## src/rtl/id_stage_ctrl.sv

```systemverilog
// rtl/id_stage_ctrl.sv - LEGv8 ID-stage decode, ID/EX control register and load-use stall FSM
// Optional illegal-opcode trap enabled by defining ID_ILLEGAL_TRAP_EN.
module id_stage_ctrl #(
    parameter int          STALL_CYCLES = 1,
    parameter logic [4:0]  ZERO_REG     = 5'd31
) (
    input  logic        CLK,
    input  logic        Reset,
    input  logic [31:0] InstrIn,
    input  logic        InValid,
    input  logic        Flush,
    output logic        Stall,
    output logic        ValidOut,
    output logic [2:0]  SignOp,
    output logic [25:0] Imm26,
    output logic [4:0]  Rn,
    output logic [4:0]  R2,
    output logic [4:0]  Rd,
    output logic        ALUSrc,
    output logic        MemRead,
    output logic        MemWrite,
    output logic        RegWrite,
    output logic        MemToReg,
    output logic        Branch,
    output logic        UncondBranch,
    output logic        IllegalOp
);

    typedef enum logic {S_RUN, S_STALL} state_t;

    typedef struct packed {
        logic        valid;
        logic [2:0]  signop;
        logic        alusrc;
        logic        memread;
        logic        memwrite;
        logic        regwrite;
        logic        memtoreg;
        logic        branch;
        logic        ubranch;
        logic [25:0] imm;
        logic [4:0]  rn;
        logic [4:0]  r2;
        logic [4:0]  rd;
    } idex_t;

    localparam logic [1:0] CNT_INIT = (STALL_CYCLES > 1) ? 2'(STALL_CYCLES - 2) : 2'd0;

    state_t     r_state, w_next_state;
    logic [1:0] r_cnt, w_next_cnt;
    idex_t      r_idex, w_dec;
    logic       r_illegal;

    logic       w_known, w_reg2loc, w_uses_r2;
    logic [4:0] w_rn, w_r2;
    logic       w_hazard, w_stall, w_accept, w_load, w_illegal;

    assign w_rn = InstrIn[9:5];
    assign w_r2 = w_reg2loc ? InstrIn[4:0] : InstrIn[20:16];

    always_comb begin
        w_dec     = '0;
        w_known   = 1'b0;
        w_reg2loc = 1'b0;
        w_uses_r2 = 1'b0;
        casez (InstrIn[31:21])
            11'b10001011000, 11'b11001011000, 11'b10001010000, 11'b10101010000: begin
                w_known = 1'b1; w_uses_r2 = 1'b1;
                w_dec.regwrite = 1'b1;
            end
            11'b1001000100?, 11'b1101000100?: begin
                w_known = 1'b1;
                w_dec.alusrc = 1'b1; w_dec.regwrite = 1'b1;
            end
            11'b11111000010: begin
                w_known = 1'b1;
                w_dec.signop = 3'b001; w_dec.alusrc = 1'b1; w_dec.memread = 1'b1;
                w_dec.regwrite = 1'b1; w_dec.memtoreg = 1'b1;
            end
            11'b11111000000: begin
                w_known = 1'b1; w_reg2loc = 1'b1; w_uses_r2 = 1'b1;
                w_dec.signop = 3'b001; w_dec.alusrc = 1'b1; w_dec.memwrite = 1'b1;
            end
            11'b000101?????: begin
                w_known = 1'b1;
                w_dec.signop = 3'b010; w_dec.ubranch = 1'b1;
            end
            11'b10110100???: begin
                w_known = 1'b1; w_reg2loc = 1'b1; w_uses_r2 = 1'b1;
                w_dec.signop = 3'b011; w_dec.branch = 1'b1;
            end
            11'b110100101??: begin
                w_known = 1'b1;
                w_dec.signop = 3'b100; w_dec.alusrc = 1'b1; w_dec.regwrite = 1'b1;
            end
            default: ;
        endcase
        if (w_known) begin
            w_dec.valid = 1'b1;
            w_dec.imm   = InstrIn[25:0];
            w_dec.rn    = w_rn;
            w_dec.r2    = w_r2;
            w_dec.rd    = InstrIn[4:0];
        end
    end

    // Hazard is checked against the load sitting in our own ID/EX register
    assign w_hazard = InValid & r_idex.valid & r_idex.memread & (r_idex.rd != ZERO_REG) &
                      ((r_idex.rd == w_rn) | (w_uses_r2 & (r_idex.rd == w_r2)));

    always_comb begin
        w_next_state = r_state;
        w_next_cnt   = r_cnt;
        w_stall      = 1'b0;
        if (Flush) begin
            w_next_state = S_RUN;
            w_next_cnt   = 2'd0;
        end else begin
            case (r_state)
                S_RUN: begin
                    if (w_hazard) begin
                        w_stall = 1'b1;
                        if (STALL_CYCLES > 1) begin
                            w_next_state = S_STALL;
                            w_next_cnt   = CNT_INIT;
                        end
                    end
                end
                S_STALL: begin
                    w_stall = 1'b1;
                    if (r_cnt == 2'd0) w_next_state = S_RUN;
                    else               w_next_cnt   = r_cnt - 2'd1;
                end
                default: w_next_state = S_RUN;
            endcase
        end
    end

    assign w_accept = InValid & ~w_stall & ~Flush;
    assign w_load   = w_accept & w_known;
`ifdef ID_ILLEGAL_TRAP_EN
    assign w_illegal = w_accept & ~w_known;
`else
    assign w_illegal = 1'b0;
`endif

    always_ff @(posedge CLK) begin
        if (Reset) begin
            r_state   <= S_RUN;
            r_cnt     <= 2'd0;
            r_idex    <= '0;
            r_illegal <= 1'b0;
        end else begin
            r_state   <= w_next_state;
            r_cnt     <= w_next_cnt;
            r_idex    <= w_load ? w_dec : '0;
            r_illegal <= w_illegal;
        end
    end

    assign Stall        = w_stall;
    assign ValidOut     = r_idex.valid;
    assign SignOp       = r_idex.signop;
    assign Imm26        = r_idex.imm;
    assign Rn           = r_idex.rn;
    assign R2           = r_idex.r2;
    assign Rd           = r_idex.rd;
    assign ALUSrc       = r_idex.alusrc;
    assign MemRead      = r_idex.memread;
    assign MemWrite     = r_idex.memwrite;
    assign RegWrite     = r_idex.regwrite;
    assign MemToReg     = r_idex.memtoreg;
    assign Branch       = r_idex.branch;
    assign UncondBranch = r_idex.ubranch;
    assign IllegalOp    = r_illegal;

endmodule

```

## config.mk

```make
export PLATFORM = sky130hd
export DESIGN_NAME = id_stage_ctrl
export DESIGN_NICKNAME = d
export VERILOG_FILES = /design/src/rtl/id_stage_ctrl.sv
export SDC_FILE = /design/constraint.sdc
export NUM_CORES = 1
export LEC_CHECK = 0
export CORE_MARGIN = 5
export CORE_UTILIZATION = 35
export CTS_BUF_LIST = sky130_fd_sc_hd__clkbuf_8
export DETAILED_ROUTE_END_ITERATION = 12
export PLACE_DENSITY = 0.64
export SYNTH_ARGS = -nofsm -noshare
export SYNTH_HDL_FRONTEND = slang
export SYNTH_SLANG_ARGS = --single-unit
```

## constraint.sdc

```tcl
create_clock -name CLK -period 2.9 [get_ports CLK]
set_input_delay 0.58 -clock CLK [delete_from_list [all_inputs] [get_ports CLK]]
set_output_delay 0.58 -clock CLK [all_outputs]
set_load 0.02 [all_outputs]
```

==> impl.org, run 1 <==
** STA
- RSZ-0062 raised after global routing :: false
- Hold violation total from the final report :: 0
- The final number of max-transition violations is 0.
- Worst slew slack as a fraction of its limit :: 66.1%
- Setup violations remaining at the end of the flow were counted as 0.
- The clock arrives with 4.45 ps of skew.
- Upper clock frequency limit :: 359 MHz
- The routed design could run at a clock period as short as 2780 ps.
- At the pin with the least slew margin, the transition time is 504 ps.
- Crit share post-route :: 96.0%
- Hold is met by 519 ps.

** Critical path
- Chain of cells forming the critical path :: dlygate4sd2_1, nor4bb_1, buf_4, a211oi_1, a41o_1, a311oi_4, o2bb2ai_2, buf_6
- Origin of the critical flop-to-flop path :: Imm26[3]$_SDFF_PP0_
- Setup slack of the most critical reg-to-reg path :: 900 ps
- The worst setup path is captured at an output pin.
- Reg2Reg Capture Point :: Imm26[17]$_SDFF_PP0_
- Reg2Reg Depth :: 7
- Startpoint type of the worst setup path :: input pin
- Setup Crit Path Kind :: in2out
- Data arrival time of the critical path :: 2200 ps
- Slowest stage delay, CP :: 310 ps
- Along the worst path, the maximum fanout reaches 6.
- Worst Path Required :: 2320 ps
- Slowest cell on the critical path :: sky130_fd_sc_hd__a311oi_4

** Floorplanning
- The floorplan step defined a die boundary enclosing 0.00792 mm^2.
- In this run the core area contains 28 standard-cell rows.
- During I/O placement, the number of pins put on the boundary was 90.
- For this configuration, the core starts out at a cell density of 36.5%.
- The core region is 0.00599 mm^2.
- The die is 89.0 um tall.
- The die is 89.0 um wide.

** CTS
- The cell sitting at the root of the clock tree is a sky130_fd_sc_hd__clkbuf_8.
- Maximum buffer depth of the clock tree :: 2
- Number of sinks driven by the clock tree :: 44
- In this run, post-CTS hold repair placed 0 buffers.
- The H-tree was split into 2 levels.
- Clock-pin slew on the worst setup and hold paths :: 80 ps
- TritonCTS created 5 clock buffers.
- TritonCTS built the clock tree.
- Clock insertion delay at the later pin of the skew report :: 300 ps

** Synth
- Number of library cell types mapped by synthesis :: 56
- The synthesized design contains 0 enable-type register cells.
- In this run the cell area of the synthesized design comes to 0.00218 mm^2.
- By area, the combinational part of the netlist is dominated by compound AO/OA/AOI/OAI gates.
- Summing the areas of all compound-gate instances in the mapped netlist gives 24.7% of the synthesized area.
- Each instance of the synthesized netlist takes up on average 9.26 um^2.
- Post-Synth XOR/XNOR Area :: 3.61%
- Sequential cells were found to cover 40.3% of the synthesized design area.
- Of the total synthesized cell area, the portion taken by AND, OR, NAND and NOR gates is 18.7%.
- Post-synthesis mux area share :: 1.83%
- The synthesized design contains 44 register bits.
- After Yosys synthesis, full adders, half adders and majority gates account for 0.573% of the synthesized area.
- Syn Nets :: 273
- Synthesis handed over a netlist of 236 instances.
- Yosys printed 0 warnings.
- For this run, asynchronously set or reset flops after synthesis account for 0%.
- For this run, the leading register cell type out of synthesis is sky130_fd_sc_hd__dfxtp_1.

** Hold path
- The worst hold path terminates at r_cnt[1]$_SDFFE_PP0P_.
- Cell depth of the worst min-delay path :: 2
- The path class of the tightest hold or removal check is reg2reg.
- The worst hold path begins at r_cnt[1]$_SDFFE_PP0P_.

** Global route
- The total overflow left after global routing is 0.
- First-pass GRT wire length :: 11.0 mm
- Entering global routing, the biggest net connects 39 pins.
- Number of antenna violations at the first check in global routing :: 0
- The via count of the first global-routing pass was 2,247.
- Total routing usage reported by global routing :: 18.2%

** Layout
- In the layout the commonest cells are sky130_fd_sc_hd__clkdlybuf4s50_1, sky130_fd_sc_hd__buf_4, sky130_fd_sc_hd__dfxtp_1.
- Post-layout net count :: 397
- 0 antenna diodes ended up in the layout.
- The finished cells cover 0.00357 mm^2.
- FILL cells :: 537
- Layout Cells excl Fill :: 436
- Leaving out fill and tap cells, the most frequent cell in the layout is sky130_fd_sc_hd__clkdlybuf4s50_1.
- Fraction of layout instances using a drive strength above 1 :: 24.9%
- P&R area growth vs syn :: 63.2%

** Route
- Detailed routing inserted a total of 2,237 vias.
- Via density per instance :: 5.13
- Once detail routing completed, the nets flagged for antenna violations numbered 0.
- The first TritonRoute pass finished after 5 iterations.
- The final layout contains routed wiring with a total length of 7.01 mm.
- Iteration-0 DRC Markers :: 85
- In the final routed layout, each cell accounts on average for 16.1 um.
- For this run, design rule violations remaining after detail routing come to 0.

** Power and ir drop
- Sequential cells burn 52.0% of the power.
- Switching power of the nets :: 277 uW
- Proportion of power drawn by combinational gates :: 14.6%
- Power spread over the standard cell area amounts to 326 mW/mm^2.
- Of the total power, the share spent switching nets is 23.9%.
- The share of total power dissipated in the clock network is 33.4%.
- Internal Power :: 885 uW
- The worst-case IR drop observed on VDD is 209 uV.
- For this design the static power due to leakage is 0.00137 uW.

** Placement
- Summed over all nets, the half-perimeter wirelength after detailed placement is 5.50 mm.
- The congestion estimate from routability-driven global placement came to 0.876.
- Number of buffers inserted by port buffering :: 88
- In this run the cell area measured after placement is 0.00340 mm^2.
- Placed Cells :: 425

** Run
- Max Cap Violations :: 0

** Status
- The flow ran to the end, and the final reports show no timing, DRC or antenna violations.
-- layout make-up --
| cell class | instances | area, um^2 | area share, % |
|---|---|---|---|
| tap | 75 | 93.8 | 2.63 |
| clock buffer | 6 | 82.6 | 2.32 |
| inverter | 9 | 33.8 | 0.947 |
| sequential | 44 | 881 | 24.7 |
| clock inverter | 2 | 10.0 | 0.281 |
| timing repair buffer | 147 | 1320 | 36.9 |
| multi-input combinational | 153 | 1150 | 32.2 |
-- metrics by stage --
step           utilization (%)  power (uW)  TNS [ps]  setup slack [ps]
3_3_place_gp              56.8         785     -1700              -718
3_5_place_dp              56.8         786     -2680              -756
2_1_floorplan                -         674         0               203
6_report                  59.5        1160         0               117
5_1_grt                   59.5        1220         0              9.39
4_1_cts                   59.2        1180         0              8.32
-- logic make-up after synthesis --
kind of cell	Yosys count
compound gates	70
xor+xnor	9
fa+ha+maj	1
buf+inv	39
flops	44
mux	4
other cells	1
simple gates	68
-- timing repair --
action                                 4_1_cts  5_1_grt
gates cloned                                 0        0
setup buffers                                1        2
setup endpoints to repair                    1        1
pin swaps                                    9        4
gates resized for setup                     26        2
endpoints found under the hold margin        0        0
-- critical path: cells and delay by family --
kind                   cells  cell delay (ps)
buffers and inverters      3              600
AOI/OAI and AO/OA          4              760
and+or+nand+nor            1              260
-- cells in the mapped netlist, types with 2 or more instances --
cell | count | area [um^2]
sky130_fd_sc_hd__o2111ai_1 | 2 | 17.5
sky130_fd_sc_hd__nor4bb_1 | 2 | 20.0
sky130_fd_sc_hd__nand4b_1 | 2 | 17.5
sky130_fd_sc_hd__a211oi_1 | 4 | 30.0
sky130_fd_sc_hd__a31oi_1 | 10 | 62.6
sky130_fd_sc_hd__nor3_1 | 3 | 15.0
sky130_fd_sc_hd__buf_6 | 2 | 22.5
sky130_fd_sc_hd__nand2_1 | 3 | 11.3
sky130_fd_sc_hd__dfxtp_1 | 44 | 881
sky130_fd_sc_hd__nor3b_1 | 2 | 15.0
sky130_fd_sc_hd__buf_4 | 12 | 90.1
sky130_fd_sc_hd__a22oi_1 | 2 | 15.0
sky130_fd_sc_hd__buf_2 | 11 | 55.1
sky130_fd_sc_hd__nor2b_1 | 2 | 12.5
sky130_fd_sc_hd__clkbuf_1 | 5 | 18.8
sky130_fd_sc_hd__nand2b_1 | 7 | 43.8
sky130_fd_sc_hd__a311oi_2 | 6 | 90.1
sky130_fd_sc_hd__mux2i_1 | 4 | 40.0
sky130_fd_sc_hd__xnor2_1 | 3 | 26.3
sky130_fd_sc_hd__a311oi_1 | 5 | 43.8
sky130_fd_sc_hd__or4_1 | 2 | 15.0
sky130_fd_sc_hd__nor2_1 | 8 | 30.0
sky130_fd_sc_hd__xor2_1 | 6 | 52.6
sky130_fd_sc_hd__inv_1 | 9 | 33.8
sky130_fd_sc_hd__nand4_1 | 3 | 18.8
sky130_fd_sc_hd__o21ai_0 | 5 | 25.0
sky130_fd_sc_hd__a21oi_1 | 21 | 105
sky130_fd_sc_hd__nand3_1 | 23 | 115
-- flip-flops by register name, indices dropped and copies added (netlist names) --
| register | cells |
|---|---|
| ValidOut | 1 |
| ALUSrc | 1 |
| UncondBranch | 1 |
| R2 | 5 |
| r_cnt | 2 |
| MemWrite | 1 |
| SignOp | 3 |
| Branch | 1 |
| RegWrite | 1 |
| MemToReg | 1 |
| Imm26 | 26 |
| r_state | 1 |
-- worst max path at each step --
stage / startpoint / slack (ps) / to
3_3_place_gp: InstrIn[21] / -720 / Stall
3_5_place_dp: InstrIn[21] / -760 / Stall
5_1_grt: InstrIn[2] / 9 / Stall
6_report: InstrIn[27] / 120 / Stall
2_1_floorplan: InstrIn[30] / 200 / Stall
4_1_cts: InstrIn[23] / 8 / Stall
-- power groups by stage --
stage	Sequential (uW)	Clock (uW)	Combinational [uW]
after detailed placement	619	0	167
after global routing	605	435	181
after global placement	619	0	166
final	605	388	170
after floorplan	620	0	54.1
after CTS	605	406	169
-- per-layer routing --
layer	vias up	GRT usage, %	part of all wire, %
met5	-	0	0
met4	0	7.04	1.9
met3	11	3.96	6.7
met2	81	28.6	47
met1	1030	24.5	44
li1	1115	-	-
Power figures use the tool's default switching activity.
==> inputs of run 2 (changes only) <==
GPL_ROUTABILITY_DRIVEN = 0   (was unset)
==> run 2 against run 1 <==
Die area did not move; utilization is 0.54 points higher; via count increased by 1.3%; fmax is 1.9% lower; clock power decreased by 10%; critical endpoint unchanged.
==> impl.org, run 2 (synthesis results as in run 1) <==
** Power and ir drop
- Across the VDD grid, the largest voltage drop is 236 uV.
- Leakage :: 0.00139 uW
- Total power density per cell area :: 314 mW/mm^2

** Layout
- Antenna Diode Count :: 0
- At the end of the flow, the number of nets in the layout was 398.
- Leaving out fill and tap cells, the most frequent cell in the layout is sky130_fd_sc_hd__clkdlybuf4s50_1.
- The register with the most flip-flops in the layout has 26 of them.
- Fraction of layout instances using a drive strength above 1 :: 25.8%
- Post-Route Utilization :: 60.1%
- Flip-flop and latch area :: 881 um^2
- The filler cells instantiated in the layout total 526.
- The multi-input combinational cells in the finished layout cover a total of 0.00118 mm^2.
- From synthesis to final layout, the design area changed by 64.7%.
- In the layout the commonest cells are sky130_fd_sc_hd__clkdlybuf4s50_1, sky130_fd_sc_hd__buf_4, sky130_fd_sc_hd__dfxtp_1.

** Global route
- The initial antenna violation count is 0.
- Largest net degree at the start of global routing :: 39
- Total routing usage reported by global routing :: 17.9%
- Number of global-route vias before repair :: 2,182
- The first global-routing pass estimated 11.0 mm of wire.
- Total overflow reported by the global router :: 0

** Status
- Outcome :: completed

** CTS
- Number of sinks driven by the clock tree :: 44
- Root Buffer :: sky130_fd_sc_hd__clkbuf_8
- Buffers inserted during clock tree synthesis total 5.
- Clock-pin slew was measured on the worst setup and hold paths at 70 ps.
- Maximum buffer depth of the clock tree :: 2
- Clock insertion delay at the later pin of the skew report :: 290 ps
- Hold-fix buffers, CTS :: 0
- The H-tree was split into 2 levels.
- TritonCTS built the clock tree.

** Floorplanning
- Die Height :: 89.0 um
- Full die area :: 0.00792 mm^2
- For this configuration, the core starts out at a cell density of 36.5%.
- Horiz. Die Dim :: 89.0 um
- Row count :: 28
- Core region area :: 0.00599 mm^2
- In this run the count of I/O pins placed on the die edge is 90.

** Critical path
- The signal on the critical path passes through dlygate4sd2_1, nor4bb_2, buf_4, a21o_1, o2111ai_2, a211oi_2, o2bb2ai_2, buf_6.
- Broken down by cell family, the worst path's largest delay share belongs to compound AO/OA/AOI/OAI gates.
- The slowest stage of the critical path is the sky130_fd_sc_hd__nor4bb_2 cell.
- Tracing the worst setup path back leads to its startpoint at InstrIn[30].
- Worst setup path endpoint :: Stall
- The worst setup path is launched from an input pin.
- Worst Path Required :: 2320 ps
- Origin of the critical flop-to-flop path :: Imm26[3]$_SDFF_PP0_
- At the worst endpoint, the arrival time is 2260 ps.
- Counting cells, the worst reg-to-reg path comes to 7.
- The worst register-to-register path has a setup slack of 920 ps.
- In this run the critical register-to-register path is captured at Imm26[17]$_SDFF_PP0_.
- In this design, the stage delay of the slowest critical-path cell is 300 ps.
- The setup path with the least slack is of type in2out.
- Together, buffers and inverters on the worst path number 3.
- Number of cells on the critical path :: 8
- Critical path peak fanout :: 6
- CP endpoint kind :: output pin

** Placement
- Prior to clock tree synthesis, the placed netlist has a worst setup slack of -743 ps.
- After legalization and detailed placement, the total HPWL measured 5.50 mm.
- During placement, the flow inserted port buffers numbering 88.

** Hold path
- Counting instances, the worst hold path has a depth of 2.
- In this run the worst hold path is classified as reg2reg.

** STA
- Post-Route Skew :: 2.65 ps
- Hold violation total from the final report :: 0
- Static timing analysis puts the maximum clock frequency at 353 MHz.
- The final critical path takes up 97.8% of the cycle.
- Setup repair after global routing left no endpoint under its margin.
- Max-slew violation count :: 0
- Measured slew at the worst slew-check pin :: 489 ps
- Least setup slack across all paths after layout :: 63.8 ps
- The worst pin sits at a relative slew slack of 67.1%.
- Setup violations remaining at the end of the flow were counted as 0.
- Crit path time final :: 2840 ps
- Final hold analysis gives a worst-case slack of 508 ps.

** Route
- Routed length per instance :: 16.1 um
- The final route contains 2,265 vias.
- After detailed routing, the number of remaining DRC violations is 0.
- DRT Pass-1 Iters :: 4
- Wires add up to 7.04 mm.
- The detailed router finished its first iteration with 144 violations.
- After detailed routing, the number of vias per cell comes to 5.19.
- Number of nets with antenna violations after routing :: 0

** Run
- The tool flagged a number of max-cap violations equal to 0.
[run 2: worst min-delay path by stage]
stage	startpoint	endpoint
after CTS	r_cnt[1]$_SDFFE_PP0P_	r_cnt[1]$_SDFFE_PP0P_
final	r_cnt[1]$_SDFFE_PP0P_	r_cnt[1]$_SDFFE_PP0P_
after global placement	r_cnt[1]$_SDFFE_PP0P_	r_cnt[1]$_SDFFE_PP0P_
after detailed placement	r_cnt[1]$_SDFFE_PP0P_	r_cnt[1]$_SDFFE_PP0P_
after global routing	r_cnt[1]$_SDFFE_PP0P_	r_cnt[1]$_SDFFE_PP0P_
after floorplan	r_cnt[1]$_SDFFE_PP0P_	r_cnt[1]$_SDFFE_PP0P_
[run 2: routing by layer]
metal / vias up / part of all wire [%] / global-route usage [%]
met5: - / 0 / 0
met4: 0 / 1.5 / 4.87
met3: 10 / 6.7 / 3.23
met2: 74 / 48 / 30.1
met1: 1056 / 43 / 23.7
li1: 1125 / - / -
[run 2: repair_timing]
item                                    in CTS  in global routing
endpoints found under the setup margin       1                  1
gates cloned                                 0                  0
pin swaps                                    6                  5
setup buffers                                2                  1
gates resized for setup                     28                  4
endpoints found under the hold margin        0                  0
[run 2: final cells by class]
class | instances | share of cell area, %
clock buffer | 5 | 1.91
clock inverter | 2 | 0.243
inverter | 9 | 0.939
multi-input combinational | 153 | 32.9
sequential | 44 | 24.5
tap | 75 | 2.61
timing repair buffer | 148 | 37.0
[run 2: power breakdown]
part	switching (uW)	internal, uW
sequential	0.405	604
combinational	81.0	94.4
clock	189	160
[run 2: worst reg2reg max path, stage by stage, from the launching register on]
cell and delay [ps]:
sky130_fd_sc_hd__dfxtp_1 390, sky130_fd_sc_hd__buf_4 190, sky130_fd_sc_hd__nand4_1 100, sky130_fd_sc_hd__o2111a_1 270, sky130_fd_sc_hd__buf_4 150, sky130_fd_sc_hd__a31oi_2 180, sky130_fd_sc_hd__nand2_2 260, sky130_fd_sc_hd__a311oi_1 330
[run 2: metrics by stage]
| step | instance area, um^2 | setup TNS, ps | cells | power (uW) |
|---|---|---|---|---|
| after floorplan | 2180 | 0 | 236 | 674 |
| after global placement | 3410 | -1680 | 426 | 786 |
| after detailed placement | 3410 | -2170 | 426 | 787 |
| after CTS | 3580 | 0 | 435 | 1150 |
| after global routing | 3600 | 0 | 436 | 1180 |
| final | 3600 | 0 | 436 | 1130 |
==> inputs of run 3 (changes only) <==
ABC_AREA = 1   (was unset)
PLACE_DENSITY = 0.67   (was 0.64)
==> run 3 against run 2 <==
Clock-buffer cell count did not move; flip-flop and latch count did not move; utilization fell by 0.19 points; largest cell class unchanged; fmax rose by 2.8%; via count fell by 11%; final area fell by 9.5%.
==> impl.org, run 3 <==
** Status
- Outcome :: completed

** STA
- Across the routed clock network, the largest skew measured is 9.58 ps.
- Crit share post-route :: 95.2%
- Least setup slack across all paths after layout :: 140 ps
- Setup repair after global routing left no endpoint under its margin.
- Hold violation total from the final report :: 0
- # setup viols final :: 0
- Upper clock frequency limit :: 362 MHz
- Min Hold Slack :: 492 ps
- The final number of max-transition violations came to 0.
- Crit path time final :: 2760 ps

** Synth
- The share of the Yosys chip area taken by registers is 45.5%.
- Average footprint of a synthesized cell :: 7.42 um^2
- Number of instances in the synthesized netlist :: 261
- In this run, synthesis inferred 0 flip-flops with an integrated enable.
- The share of synthesized area in the top cell type comes to 45.5%.
- Syn Nets :: 298
- Among all flip-flop cells after synthesis, the most frequent one is sky130_fd_sc_hd__dfxtp_1.
- Share of synthesized flip-flops with an asynchronous set or reset :: 0%
- Most common cell in the synthesized netlist :: sky130_fd_sc_hd__nor2_1
- Number of library cell types mapped by synthesis :: 25
- Post-synth top area cell :: sky130_fd_sc_hd__dfxtp_1
- During synthesis, Yosys emitted a total of 0 warnings.
- The synthesized design contains 44 register bits.
- The cell area that synthesis handed to floorplanning was 0.00194 mm^2.
- By area the synthesized netlist is led by sky130_fd_sc_hd__dfxtp_1, sky130_fd_sc_hd__nor2_1, sky130_fd_sc_hd__inv_1.
- Commonest cells in the netlist :: sky130_fd_sc_hd__nor2_1, sky130_fd_sc_hd__inv_1, sky130_fd_sc_hd__dfxtp_1

** Layout
- P&R area growth vs syn :: 68.2%
- Final standard cell area without fillers :: 0.00326 mm^2
- Number of flip-flops under the largest register name :: 26
- Antenna Diode Count :: 0
- FILL cells :: 479
- The library cell used most frequently in the layout, excluding fill and tap cells, is sky130_fd_sc_hd__clkdlybuf4s50_1.
- Flip-flop and latch area :: 881 um^2
- The post-route netlist has 24.0% of its cells at a drive strength greater than 1.
- Multi-input logic area :: 817 um^2
- Leading cell types in the layout, fill and taps excluded :: sky130_fd_sc_hd__clkdlybuf4s50_1, sky130_fd_sc_hd__dfxtp_1, sky130_fd_sc_hd__inv_1
- Layout Cells excl Fill :: 455
- In the final design database the tool counted 419 nets.

** Power and ir drop
- Switching power of the nets :: 260 uW
- Proportion of power drawn by combinational gates :: 11.9%
- VDD sags by at most 258 uV.
- Clock Power Share :: 37.6%
- Relative contribution of sequential cells to total power :: 50.5%
- In this run the static leakage power is 0.00149 uW.
- Power spread over the standard cell area amounts to 368 mW/mm^2.
- Internal Power :: 938 uW
- Switching fraction of total power :: 21.7%

** Global route
- The initial antenna violation count came to 0.
- Total routing usage reported by global routing :: 15.6%
- The first global-routing pass estimated 9.08 mm of wire.
- Number of global-route vias before repair :: 1,959
- Largest net degree at the start of global routing :: 28
- Global routing finished with a remaining overflow of 0.

** Critical path
- Slowest stage delay, CP :: 280 ps
- The critical path contains buffers and inverters numbering 2 combined.
- Data arrives at the worst endpoint at 2180 ps.
- CP endpoint kind :: output pin
- Setup slack of the most critical reg-to-reg path :: 1100 ps
- Data on the critical path is required at its endpoint by 2320 ps.
- CP startpoint :: InstrIn[25]
- Critical path peak fanout :: 5
- Setup Crit Path Kind :: in2out
- On the critical path, the stage with the largest delay is an instance of sky130_fd_sc_hd__dlygate4sd2_1.
- Walking the worst path, the cells encountered are dlygate4sd2_1, nor2_1, nand3_4, nand2_4, nand2_2, nand2_2, nor2_1, nor2_1, nand3_1, nand2_1, nand2_2, a21oi_4, buf_6.
- The worst setup path is launched from an input pin.
- Top delay family on crit path :: simple AND/OR/NAND/NOR gates
- The startpoint identified for the worst register-to-register timing path is Imm26[4]$_SDFF_PP0_.

** Floorplanning
- Horiz. Die Dim :: 84.4 um
- In this run the vertical extent of the chip is 84.4 um.
- The initial utilization of the core area, before any placement, comes to 35.6%.
- After floorplanning, the core was divided into 27 placement rows.
- Core region area :: 0.00544 mm^2
- 90 I/O pins were placed.
- Full die area :: 0.00712 mm^2

** Hold path
- Worst min-delay path category :: reg2reg
- Min-delay src :: r_cnt[0]$_SDFFE_PP0P_

** Route
- Number of nets with antenna violations after routing :: 0
- Number of DRC violations after detailed routing :: 0
- For this block, the routed nets add up to 5.50 mm of wire.
- DRT Pass-1 Iters :: 4
- The routed layout has 2,022 vias.
- Routed length per instance :: 12.1 um
- Iteration-0 DRC Markers :: 109
- After detailed routing, the number of vias per cell comes to 4.44.

** Placement
- DP Worst Slack :: -661 ps
- Placed Cells :: 443
- The placed instances occupy a cell area of 0.00307 mm^2.
- After legalization and detailed placement, the total HPWL measured 4.34 mm.
- Number of buffers inserted by port buffering :: 88

** CTS
- Clock tree from TritonCTS :: yes
- Number of sinks driven by the clock tree :: 44
- For the worst-skew pair, the clock arrives at the later sink with an insertion delay of 300 ps.
- Clock-pin slew was measured on the worst setup and hold paths at 80 ps.
- The root buffer cell chosen for the clock tree is sky130_fd_sc_hd__clkbuf_8.
- H-tree Lvls :: 2
- Maximum buffer depth of the clock tree :: 2
- Number of buffers created by CTS :: 5
- After clock tree synthesis, the flow added hold-fix buffers numbering 0.

** Run
- Across the run, the number of max-cap violations was 0.
## run 3: cell types whose count changed in the layout (fill, tap and decap cells not counted), sizes merged, moves of 4 or more
cell	previous run	this run
inv	10	46
buf	61	43
nand2b	7	0
dlygate4sd2	9	5
a31oi	11	1
a21oi	22	3
a311oi	11	0
nand2	4	41
xor2	6	0
a211oi	6	1
mux2i	4	0
nor2	8	63
## run 3: kinds of logic (layout without fill, tap and decap cells)
group                      count (synthesis)  count (layout)  share of synthesized area [%]
DFF                                       44              44                           45.5
other                                      1               1                          0.194
buffers and inverters                     62             183                           16.0
AOI/OAI and AO/OA                         13              13                           3.94
and+or+nand+nor                          140             141                           33.8
adders and majority gates                  1               1                          0.646
## run 3: worst paths after layout
path	to	cells after the start
max	Stall	13
min	r_cnt[0]$_SDFFE_PP0P_	2
max reg2reg	R2[4]$_SDFF_PP0_	10
min reg2reg	r_cnt[0]$_SDFFE_PP0P_	2
## run 3: per-layer routing
metal | GRT usage [%] | vias up | part of all wire, % | wire [um]
li1 | - | 1037 | - | -
met1 | 17.8 | 916 | 40 | 2180
met2 | 28.3 | 64 | 51 | 2820
met3 | 4.91 | 5 | 8.2 | 451
met4 | 3.88 | 0 | 0.95 | 52
met5 | 0 | - | 0 | 0
## run 3: worst register-to-register path: stages (launching register included)
cell and delay, ps:
sky130_fd_sc_hd__dfxtp_1 360, sky130_fd_sc_hd__inv_1 120, sky130_fd_sc_hd__o22ai_1 90, sky130_fd_sc_hd__a2111oi_0 340, sky130_fd_sc_hd__nand2_1 120, sky130_fd_sc_hd__nand2_1 100
sky130_fd_sc_hd__nand2_2 80, sky130_fd_sc_hd__buf_4 150, sky130_fd_sc_hd__nand3_2 80, sky130_fd_sc_hd__buf_12 200, sky130_fd_sc_hd__nor2_1 70
## run 3: power by group through the flow
stage / Sequential (uW) / Clock [uW] / Combinational [uW]
after floorplan: 620 / 0 / 40.8
after global placement: 619 / 0 / 138
after detailed placement: 619 / 0 / 138
after CTS: 605 / 466 / 140
after global routing: 605 / 493 / 154
final: 605 / 450 / 142
## run 3: area by class of cell
cell class | instances | area share (%)
multi-input cells | 156 | 25.1
well taps | 72 | 2.77
repair buffers | 130 | 36.6
clock buffers | 5 | 2.11
clock inverters | 3 | 1.19
flip-flops and latches | 44 | 27.0
inverters | 45 | 5.19
## run 3: through the flow
stage               util [%]  TNS, ps  power, uW
detailed placement      56.5     -661        757
floorplan                  -        0        661
global placement        56.5     -573        757
finish                  59.9        0       1200
CTS                     59.7        0       1210
global route            59.9        0       1250
## run 3: repair_timing
| item | 4_1_cts | 5_1_grt |
|---|---|---|
| resized for setup | 33 | 16 |
| pin swaps | 16 | 13 |
| cloned | 1 | 0 |
| setup endpoints to repair | 1 | 1 |
| setup buffers | 3 | 0 |
